===== src/rtl/pmp_pkg.sv =====
// Shared definitions for the NAPOT PMP scan controller: cfg byte layout,
// access encodings and controller states.
package pmp_pkg;

  localparam int CFG_R = 0;
  localparam int CFG_W = 1;
  localparam int CFG_X = 2;
  localparam int CFG_A_LSB = 3;
  localparam int CFG_A_MSB = 4;
  localparam int CFG_L = 7;

  localparam logic [1:0] A_OFF   = 2'b00;
  localparam logic [1:0] A_TOR   = 2'b01;
  localparam logic [1:0] A_NA4   = 2'b10;
  localparam logic [1:0] A_NAPOT = 2'b11;

  typedef enum logic [1:0] {ACC_READ = 2'd0, ACC_WRITE = 2'd1, ACC_EXEC = 2'd2} acc_type_e;
  typedef enum logic [1:0] {SZ_1B = 2'd0, SZ_2B = 2'd1, SZ_4B = 2'd2} acc_size_e;
  typedef enum logic [1:0] {IDLE = 2'd0, SCAN = 2'd1, DONE = 2'd2} state_e;

  // Offset of the last byte from the first; the reserved size code acts as 4B.
  function automatic logic [1:0] size_last_off(input logic [1:0] sz);
    case (sz)
      SZ_1B:   size_last_off = 2'd0;
      SZ_2B:   size_last_off = 2'd1;
      default: size_last_off = 2'd3;
    endcase
  endfunction

endpackage


===== src/rtl/napot_region_match.sv =====
// Combinational NAPOT region test for the first and last byte of an access.
module napot_region_match
  import pmp_pkg::*;
(
  input  logic [31:0] pmpaddr_i,
  input  logic [31:0] addr_i,
  input  logic [1:0]  size_i,
  output logic        first_in_o,
  output logic        last_in_o
);

  logic [31:0] napot_mask;
  logic [33:0] base;
  logic [33:0] off_mask;
  logic        full_space;
  logic [32:0] last_byte;

  // x ^ (x+1) yields ones over the trailing-ones run plus the first zero: bits [k:0].
  assign napot_mask = pmpaddr_i ^ (pmpaddr_i + 32'd1);
  assign base       = {pmpaddr_i & ~napot_mask, 2'b00};
  assign off_mask   = {napot_mask, 2'b11};
  assign full_space = (&pmpaddr_i[28:0]) | (|base[33:32]);
  assign last_byte  = {1'b0, addr_i} + {31'd0, size_last_off(size_i)};

  // A carry into bit 32 never equals base[32] (zero unless full-space), so it misses.
  assign first_in_o = full_space | ((({2'b00, addr_i} ^ base) & ~off_mask) == 34'd0);
  assign last_in_o  = full_space | ((({1'b0, last_byte} ^ base) & ~off_mask) == 34'd0);

endmodule


===== src/rtl/pmp_napot_scan_ctrl.sv =====
// Sequential PMP checker: scans NAPOT entries one per cycle through a single
// shared matcher; the lowest-numbered matching entry decides the response.
module pmp_napot_scan_ctrl
  import pmp_pkg::*;
#(
  parameter int N_ENTRIES = 8,
  parameter int IDX_W     = $clog2(N_ENTRIES)
) (
  input  logic                    clk,
  input  logic                    rst,
  input  logic                    req_valid,
  output logic                    req_ready,
  input  logic [31:0]             req_addr,
  input  logic [1:0]              req_size,
  input  logic [1:0]              req_type,
  input  logic                    req_priv_m,
  output logic                    resp_valid,
  input  logic                    resp_ready,
  output logic                    resp_allow,
  output logic                    resp_hit,
  output logic [IDX_W-1:0]        resp_idx,
  input  logic [32*N_ENTRIES-1:0] pmpaddr_flat,
  input  logic [8*N_ENTRIES-1:0]  pmpcfg_flat
);

  state_e             state_q, state_d;
  logic [IDX_W-1:0]   idx_q, idx_d;
  logic [31:0]        addr_q, addr_d;
  logic [1:0]         size_q, size_d, type_q, type_d;
  logic               priv_q, priv_d;
  logic               stg_vld_q, stg_vld_d, stg_full_q, stg_full_d, stg_part_q, stg_part_d;
  logic               stg_perm_q, stg_perm_d, stg_last_q, stg_last_d;
  logic [IDX_W-1:0]   stg_idx_q, stg_idx_d;
  logic               allow_q, allow_d, hit_q, hit_d;
  logic [IDX_W-1:0]   ridx_q, ridx_d;

  logic [31:0] sel_addr;
  logic        cfg_r, cfg_w, cfg_x, cfg_l, cfg_napot, eligible, perm, first_in, last_in;
  logic        last_entry;

  assign sel_addr  = pmpaddr_flat[{idx_q, 5'd0} +: 32];
  assign cfg_r     = pmpcfg_flat[{idx_q, 3'(CFG_R)}];
  assign cfg_w     = pmpcfg_flat[{idx_q, 3'(CFG_W)}];
  assign cfg_x     = pmpcfg_flat[{idx_q, 3'(CFG_X)}];
  assign cfg_l     = pmpcfg_flat[{idx_q, 3'(CFG_L)}];
  assign cfg_napot = ({pmpcfg_flat[{idx_q, 3'(CFG_A_MSB)}],
                       pmpcfg_flat[{idx_q, 3'(CFG_A_LSB)}]} == A_NAPOT);
  assign eligible  = cfg_napot & ~(priv_q & ~cfg_l);
  assign last_entry = (idx_q == IDX_W'(N_ENTRIES - 1));

  always_comb begin
    case (type_q)
      ACC_WRITE: perm = cfg_w;
      ACC_EXEC:  perm = cfg_x;
      default:   perm = cfg_r;
    endcase
  end

  napot_region_match u_match (
    .pmpaddr_i  (sel_addr),
    .addr_i     (addr_q),
    .size_i     (size_q),
    .first_in_o (first_in),
    .last_in_o  (last_in)
  );

  // The match result of entry idx is registered and decided one cycle later,
  // while the matcher already works on idx+1.
  always_comb begin
    state_d    = state_q;
    idx_d      = idx_q;
    addr_d     = addr_q;
    size_d     = size_q;
    type_d     = type_q;
    priv_d     = priv_q;
    stg_vld_d  = 1'b0;
    stg_idx_d  = stg_idx_q;
    stg_full_d = stg_full_q;
    stg_part_d = stg_part_q;
    stg_perm_d = stg_perm_q;
    stg_last_d = stg_last_q;
    allow_d    = allow_q;
    hit_d      = hit_q;
    ridx_d     = ridx_q;
    case (state_q)
      IDLE: begin
        if (req_valid) begin
          addr_d  = req_addr;
          size_d  = req_size;
          type_d  = req_type;
          priv_d  = req_priv_m;
          idx_d   = '0;
          state_d = SCAN;
        end
      end
      SCAN: begin
        stg_vld_d  = 1'b1;
        stg_idx_d  = idx_q;
        stg_full_d = eligible & first_in & last_in;
        stg_part_d = eligible & (first_in ^ last_in);
        stg_perm_d = perm;
        stg_last_d = last_entry;
        if (!last_entry) idx_d = idx_q + 1'b1;
        if (stg_vld_q) begin
          if (stg_full_q || stg_part_q) begin
            hit_d     = 1'b1;
            allow_d   = stg_full_q & stg_perm_q;
            ridx_d    = stg_idx_q;
            stg_vld_d = 1'b0;
            state_d   = DONE;
          end else if (stg_last_q) begin
            hit_d     = 1'b0;
            allow_d   = priv_q;
            ridx_d    = '0;
            stg_vld_d = 1'b0;
            state_d   = DONE;
          end
        end
      end
      DONE: begin
        if (resp_ready) state_d = IDLE;
      end
      default: state_d = IDLE;
    endcase
  end

  always_ff @(posedge clk or posedge rst) begin
    if (rst) begin
      state_q    <= IDLE;
      idx_q      <= '0;
      addr_q     <= '0;
      size_q     <= '0;
      type_q     <= '0;
      priv_q     <= 1'b0;
      stg_vld_q  <= 1'b0;
      stg_idx_q  <= '0;
      stg_full_q <= 1'b0;
      stg_part_q <= 1'b0;
      stg_perm_q <= 1'b0;
      stg_last_q <= 1'b0;
      allow_q    <= 1'b0;
      hit_q      <= 1'b0;
      ridx_q     <= '0;
    end else begin
      state_q    <= state_d;
      idx_q      <= idx_d;
      addr_q     <= addr_d;
      size_q     <= size_d;
      type_q     <= type_d;
      priv_q     <= priv_d;
      stg_vld_q  <= stg_vld_d;
      stg_idx_q  <= stg_idx_d;
      stg_full_q <= stg_full_d;
      stg_part_q <= stg_part_d;
      stg_perm_q <= stg_perm_d;
      stg_last_q <= stg_last_d;
      allow_q    <= allow_d;
      hit_q      <= hit_d;
      ridx_q     <= ridx_d;
    end
  end

  assign req_ready  = (state_q == IDLE);
  assign resp_valid = (state_q == DONE);
  assign resp_allow = allow_q;
  assign resp_hit   = hit_q;
  assign resp_idx   = ridx_q;

endmodule


===== config.mk =====
export PLATFORM = sky130hd
export DESIGN_NAME = pmp_napot_scan_ctrl
export DESIGN_NICKNAME = d
export VERILOG_FILES = /design/src/rtl/pmp_pkg.sv /design/src/rtl/napot_region_match.sv /design/src/rtl/pmp_napot_scan_ctrl.sv
export SDC_FILE = /design/constraint.sdc
export NUM_CORES = 1
export LEC_CHECK = 0
export CORE_AREA = 2 2 144 146
export DETAILED_ROUTE_END_ITERATION = 8
export DIE_AREA = 0 0 146 148
export PLACE_DENSITY = 0.73
export SLEW_MARGIN = 5
export SYNTH_ARGS = -nofsm -noshare
export SYNTH_HDL_FRONTEND = slang
export SYNTH_SLANG_ARGS = --single-unit

===== constraint.sdc =====
create_clock -name clk -period 6.8 [get_ports clk]
set_input_delay 1.36 -clock clk [delete_from_list [all_inputs] [get_ports clk]]
set_output_delay 1.36 -clock clk [all_outputs]
set_load 0.01 [all_outputs]

==> key figures, run 1 <==
Run status
  • Status: finished, final reports clean

STA
  • Unrepaired setup endpoints after global routing: false
  • Max Slew Vio Count: 0
  • Worst-Margin Slew: 0.863 ns
  • Setup TNS: 0 ns
  • Layout Skew: just over 0.009 ns
  • Final setup fails: 0
  • Achievable Freq: between 0.15 and 0.2 GHz
  • Max-slew headroom: a little over two fifths
  • Crit path time final: 5.93 ns
  • Period Utilization, post-route: between 80% and 90%
  • Fin. Hold Viols: 0

Setup path
  • WP data required: 7.03 ns
  • Crit Path Max Fanout: 6
  • Critical path type: in2reg
  • Crit end category: flop
  • Worst EP arrival: between 6 and 7 ns
  • Flop2flop setup slack: around 1.4 ns
  • Worst R2R Start: idx_q[1]
  • CP startpoint kind: input pin
  • CP startpoint: pmpaddr_flat[129]

Logic synthesis
  • Async set-reset flop share out of synthesis: 100%
  • Seq/Total Area, Yosys: between 10% and 20%
  • Mapped Nets: roughly 1100
  • YS warnings: 0
  • Main synth FF type: dfrtp_1
  • Number of synthesized flops with an enable pin: 0
  • Synth area leader: dfrtp_1
  • Mapped cell area: approximately 7200 µm²
  • Share of the synthesized area in the top cell type: roughly a fifth
  • Synth area leaders: dfrtp_1 (19%), mux4_2 (13%), mux4_1 (8.1%)
  • Most common cell in the netlist: dfrtp_1
  • #FFs+latches synth: 55
  • Syn avg cell area: ~11 µm²
  • Synth unique cells: 69
  • Post-synth top cells: dfrtp_1 (55), nand2_1 (51), mux2_2 (46)
  • Mapped Cells: 680

Cells and area
  • Layout cells sized above 1: between 10 and 15%
  • Final non-filler cell total: about 1300
  • Layout Area Growth over Synthesis: 53.1%
  • Final nets: 1408

Drt
  • DRT iter0 DRCs: 328
  • Via count: between 6000 and 7000
  • Per-cell routed wire length: ~21 µm
  • Post-DRT Antenna Nets: 0
  • TritonRoute pass-1 iters: 5
  • Residual DRC: 0
  • Via density: between 5 and 6
  • Drt total wl: 27300 µm

Floorplan
  • Die X: around 150 µm
  • Die Y: approximately 150 µm
  • Full die area: 21600 µm²
  • # IOs: 368
  • Placement Rows: 52
  • Starting Density: between 30% and 40%
  • Core area: ~20000 µm²

Clocking
  • Total CTS buffers: 5
  • Hold buffers post-CTS: 0
  • Total clock sinks: 55
  • Clk root buf: clkbuf_16
  • H-tree Lvls: 2
  • Clk pin slew, worst setup/hold paths: around 0.07 ns
  • CTS tree: done
  • Post-CTS resize count: 0
  • Max clock buf depth: 2
  • Post-CTS Setup Repair Bufs: 0
  • Clk_lat worst skew: 0.30 ns

Placed design
  • HPWL Detailed: roughly 23000 µm
  • DP Cell Count: roughly 1300
  • RD Place Congestion: approximately 0.93
  • Port Buffers: between 300 and 400

Global routing
  • Largest net degree at the start of global routing: 56
  • Number of global-route vias before repair: around 7000
  • First-pass GRT wire length: just over 40000 µm
  • Initial antenna violation count: 3
  • Grt ovf: 0
  • Gr usage total: ~25%

Pwr
  • Leakage: between 0.004 and 0.005 µW
  • PwrDens: ~400 nW/µm²
  • Peak VDD IR: between 0.15 and 0.2 mV

Min path
  • Worst min path class: reg2reg
  • Worst Min Path Start: stg_perm_q

Run
  • Max-cap violations: 0
registers in the layout, indices dropped and copies added, names as in the netlist, 2 cells and up:
name,flops
size_q,2
idx_q,3
stg_idx_q,3
resp_idx,3
type_q,2
addr_q,32
state_q,2
final cells by class:
cell class | count | area, µm²
fillers | 1878 | 9090
well taps | 270 | 338
clock inverters | 1 | 7.51
diodes | 3 | 7.51
flip-flops and latches | 55 | 1390
clock buffers | 6 | 129
inverters | 36 | 135
multi-input cells | 551 | 5360
repair buffers | 362 | 3600
kinds of logic after synthesis:
logic type | after synthesis | synth area share, %
adders and majority gates | 36 | 6.30
AOI/OAI and AO/OA | 101 | 10.7
DFF | 55 | 19.2
muxes | 146 | 34.1
buffers and inverters | 74 | 5.91
and+or+nand+nor | 187 | 13.8
xor gates and xnor gates | 81 | 10.0
placed cells by master, fill, tap and decap left out, types with 4 or more instances in the layout:
cell / Yosys / layout
nand3_1: 34 / 34
nand2b_1: 6 / 6
nor4_1: 4 / 4
mux2_2: 46 / 46
xor2_1: 38 / 38
mux4_2: 42 / 42
o22ai_1: 4 / 4
a221oi_1: 7 / 7
and2_1: 9 / 9
or3_1: 5 / 5
nand3b_1: 5 / 5
a211oi_1: 8 / 8
xnor2_1: 42 / 42
ha_1: 36 / 36
inv_1: 36 / 35
mux2i_1: 32 / 32
clkdlybuf4s50_1: 0 / 351
a21o_1: 6 / 6
o2111ai_1: 7 / 7
o211ai_1: 10 / 10
a21oi_1: 5 / 5
a22oi_1: 5 / 5
clkbuf_16: 0 / 5
nand2_1: 51 / 51
nand4_1: 13 / 13
nor2b_1: 4 / 4
nor2_1: 22 / 22
and3_1: 5 / 5
buf_4: 6 / 11
or2_2: 4 / 4
mux4_1: 22 / 22
o21ai_0: 18 / 18
dfrtp_1: 55 / 52
nor3_1: 8 / 8
or4_1: 4 / 4
worst paths after layout:
path                              end  cells past startpoint
max                        stg_part_q                     17
min                        stg_perm_q                      1
max reg2reg                stg_part_q                     16
min reg2reg                stg_perm_q                      1
max in group asynchronous    idx_q[2]                      3
min in group asynchronous  state_q[1]                      3
metal layers:
metal | share of wire (%) | global-route usage [%] | vias up
met5 | 0 | 0 | -
met3 | 6.6 | 3.98 | 29
met4 | 1.8 | 6.07 | 0
met1 | 44 | 34.4 | 3345
li1 | - | - | 3309
met2 | 48 | 40.0 | 268
through the flow:
step | total power, µW | util [%] | hold slack, ns | setup WS [ns] | area, µm²
after floorplan | 3220 | - | 0.449 | 1.53 | 7150
after global placement | 4040 | 53.9 | 0.466 | 0.616 | 10800
after detailed placement | 4090 | 53.9 | 0.469 | 0.574 | 10800
after CTS | 4360 | 54.6 | 0.486 | 0.874 | 10900
after global routing | 4700 | 54.7 | 0.502 | 0.653 | 11000
final | 4350 | 54.7 | 0.490 | 0.869 | 11000
where the power goes:
part	total (µW)	internal (µW)	leakage, µW	switching [µW]
Sequential	789	490	0.000664	299
Combinational	3320	1670	0.00344	1650
Clock	249	135	0.0000630	114
critical path, cell delays in order:
cell,delay (ns)
clkdlybuf4s50_1,0.46
mux4_2,0.23
mux2i_1,0.14
inv_1,0.16
ha_1,0.18
nand3_1,0.11
nor2b_1,0.44
nand2_1,0.14
nand4b_1,0.25
or4_1,0.43
ha_1,0.30
xor2_1,0.25
o221ai_1,0.16
or4_4,0.50
or4_4,0.55
a2111o_1,0.39
nand3_1,0.08
(Power assumes the default switching activity.)
==> inputs of run 2 (changes only) <==
- PLACE_DENSITY: 0.73 -> not set
- PLACE_DENSITY_LB_ADDON: not set -> 0.08
==> run 2 against run 1 <==
Clock skew is 0.0063 ns lower. Die area stayed put. Register-to-register slack better by 0.09 ns. Count of clock-buffer cells in the layout stayed put. Via count is 1.6% lower. Largest power group unchanged. Clock power hardly changed. Critical endpoint unchanged.
==> key figures, run 2 (same netlist as run 1, synthesis figures left out) <==
Drt
  • DRT iter0 DRCs: approximately 360
  • TritonRoute pass-1 iters: 7
  • Via density: around 5.3
  • Via count: 6842
  • Post-DRT Antenna Nets: 0
  • Drt total wl: between 20000 and 30000 µm
  • Per-cell routed wire length: 19.7 µm
  • Residual DRC: 0

STA
  • Max-slew headroom: between 30% and 40%
  • Setup TNS: 0 ns
  • Crit path time final: a little under 6 ns
  • Worst-Margin Slew: between 0.9 and 1 ns
  • Achievable Freq: between 0.15 and 0.2 GHz
  • Unrepaired setup endpoints after global routing: false
  • Layout Skew: just over 0.003 ns
  • Final setup fails: 0
  • Fin. Hold Viols: 0
  • Max Slew Vio Count: 0
  • Period Utilization, post-route: a little under 90%

Global routing
  • Grt ovf: 0
  • First-pass GRT wire length: about 39000 µm
  • Grt met1 use: around 28%
  • Met2 usage: between 40% and 50%
  • Number of global-route vias before repair: slightly above 7000
  • Gr usage total: between 20% and 30%
  • Busiest grt layer: met2
  • Met3 GRT Util: about 4.5%
  • Initial antenna violation count: 1
  • Largest net degree at the start of global routing: 56

Setup path
  • Crit end category: flop
  • Crit Path Max Fanout: 6
  • Worst reg-to-reg path cell count: 16
  • CP startpoint kind: input pin
  • WP data required: 7.03 ns
  • Worst EP arrival: 6.17 ns
  • Critical path type: in2reg

Clocking
  • Hold buffers post-CTS: 0
  • Clk pin slew, worst setup/hold paths: about 0.070 ns
  • H-tree Lvls: 2
  • CTS tree: done
  • Clk_lat worst skew: 0.29 ns
  • Post-CTS resize count: 0
  • Clk root buf: clkbuf_16
  • Total CTS buffers: 5
  • Post-CTS Setup Repair Bufs: 0
  • Total clock sinks: 55
  • Max clock buf depth: 2

Cells and area
  • Top reg by flops: addr_q
  • Most frequent cells in the layout: clkdlybuf4s50_1 (351), dfrtp_1 (52), nand2_1 (51)
  • Max FFs per register: 32
  • Utilization after layout: a little over half
  • Commonest non-fill, non-tap cell in the layout: clkdlybuf4s50_1
  • Layout Area Growth over Synthesis: 53.0%
  • FILL cells: 1912
  • Layout cells sized above 1: between 10% and 20%
  • Final nets: roughly 1400

Pwr
  • Leakage: 0.00416 µW
  • Peak VDD IR: roughly 0.16 mV
  • PwrDens: ~400 nW/µm²

Floorplan
  • # IOs: 368
  • Die Y: about 150 µm
  • Full die area: between 20000 and 25000 µm²
  • Starting Density: between 30% and 40%
  • Core area: approximately 20000 µm²
  • Die X: 146 µm
  • Placement Rows: 52

Run status
  • Status: finished, final reports clean

Placed design
  • Port Buffers: between 300 and 400
  • HPWL Detailed: around 22000 µm
  • RD Place Congestion: 0.908

Min path
  • Worst min path class: reg2reg
  • WHS Path Cells: 1

Run
  • Max-cap violations: 0
[run 2: critical path: stages]
cell and delay (ns):
clkdlybuf4s50_1 0.53, mux4_2 0.25, mux2i_1 0.13, inv_1 0.12, ha_1 0.16, nand3_1 0.11, nor2b_1 0.42, nand2_1 0.13
nand4b_1 0.27, or4_1 0.44, ha_1 0.30, xor2_1 0.24, o221ai_1 0.16, or4_4 0.52, or4_4 0.55, a2111o_1 0.39
nand3_1 0.08
[run 2: metal layers]
| layer | vias up | wire [µm] |
|---|---|---|
| li1 | 3303 | - |
| met1 | 3260 | 10300 |
| met2 | 248 | 12800 |
| met3 | 31 | 1600 |
| met4 | 0 | 578 |
| met5 | - | 0 |
[run 2: worst paths after layout]
check                             end  slack [ns]              from
min in group asynchronous  addr_q[20]        1.59               rst
max                        stg_part_q        0.86  pmpaddr_flat[96]
max in group asynchronous    idx_q[0]        4.71               rst
max reg2reg                stg_part_q        1.47          idx_q[2]
min                        stg_perm_q        0.48        stg_perm_q
min reg2reg                stg_perm_q        0.48        stg_perm_q
[run 2: where the power goes]
group | internal, µW | leakage [µW] | switching, µW
clock | 136 | 0.0000669 | 110
combinational | 1660 | 0.00343 | 1580
sequential | 489 | 0.000664 | 304
[run 2: final cells by class]
| class | count | area [µm²] | area share [%] |
|---|---|---|---|
| Clock inverter | 2 | 12.5 | 0.114 |
| Antenna cell | 1 | 2.50 | 0.0229 |
| Timing Repair Buffer | 361 | 3590 | 32.8 |
| Inverter | 36 | 135 | 1.23 |
| Multi-Input combinational cell | 551 | 5360 | 48.9 |
| Clock buffer | 6 | 129 | 1.18 |
| Sequential cell | 55 | 1390 | 12.7 |
| Tap cell | 270 | 338 | 3.09 |
[run 2: through the flow]
step                      hold slack, ns  cell area (µm²)  cells  total power, µW  setup WS, ns
final                              0.481            10900   1282             4280         0.859
after global routing               0.502            10900   1282             4650         0.583
after CTS                          0.483            10900   1281             4320         0.794
after detailed placement           0.467            10800   1273             4050         0.502
after floorplan                    0.449             7150    680             3220          1.53
after global placement             0.463            10800   1273             4020         0.512
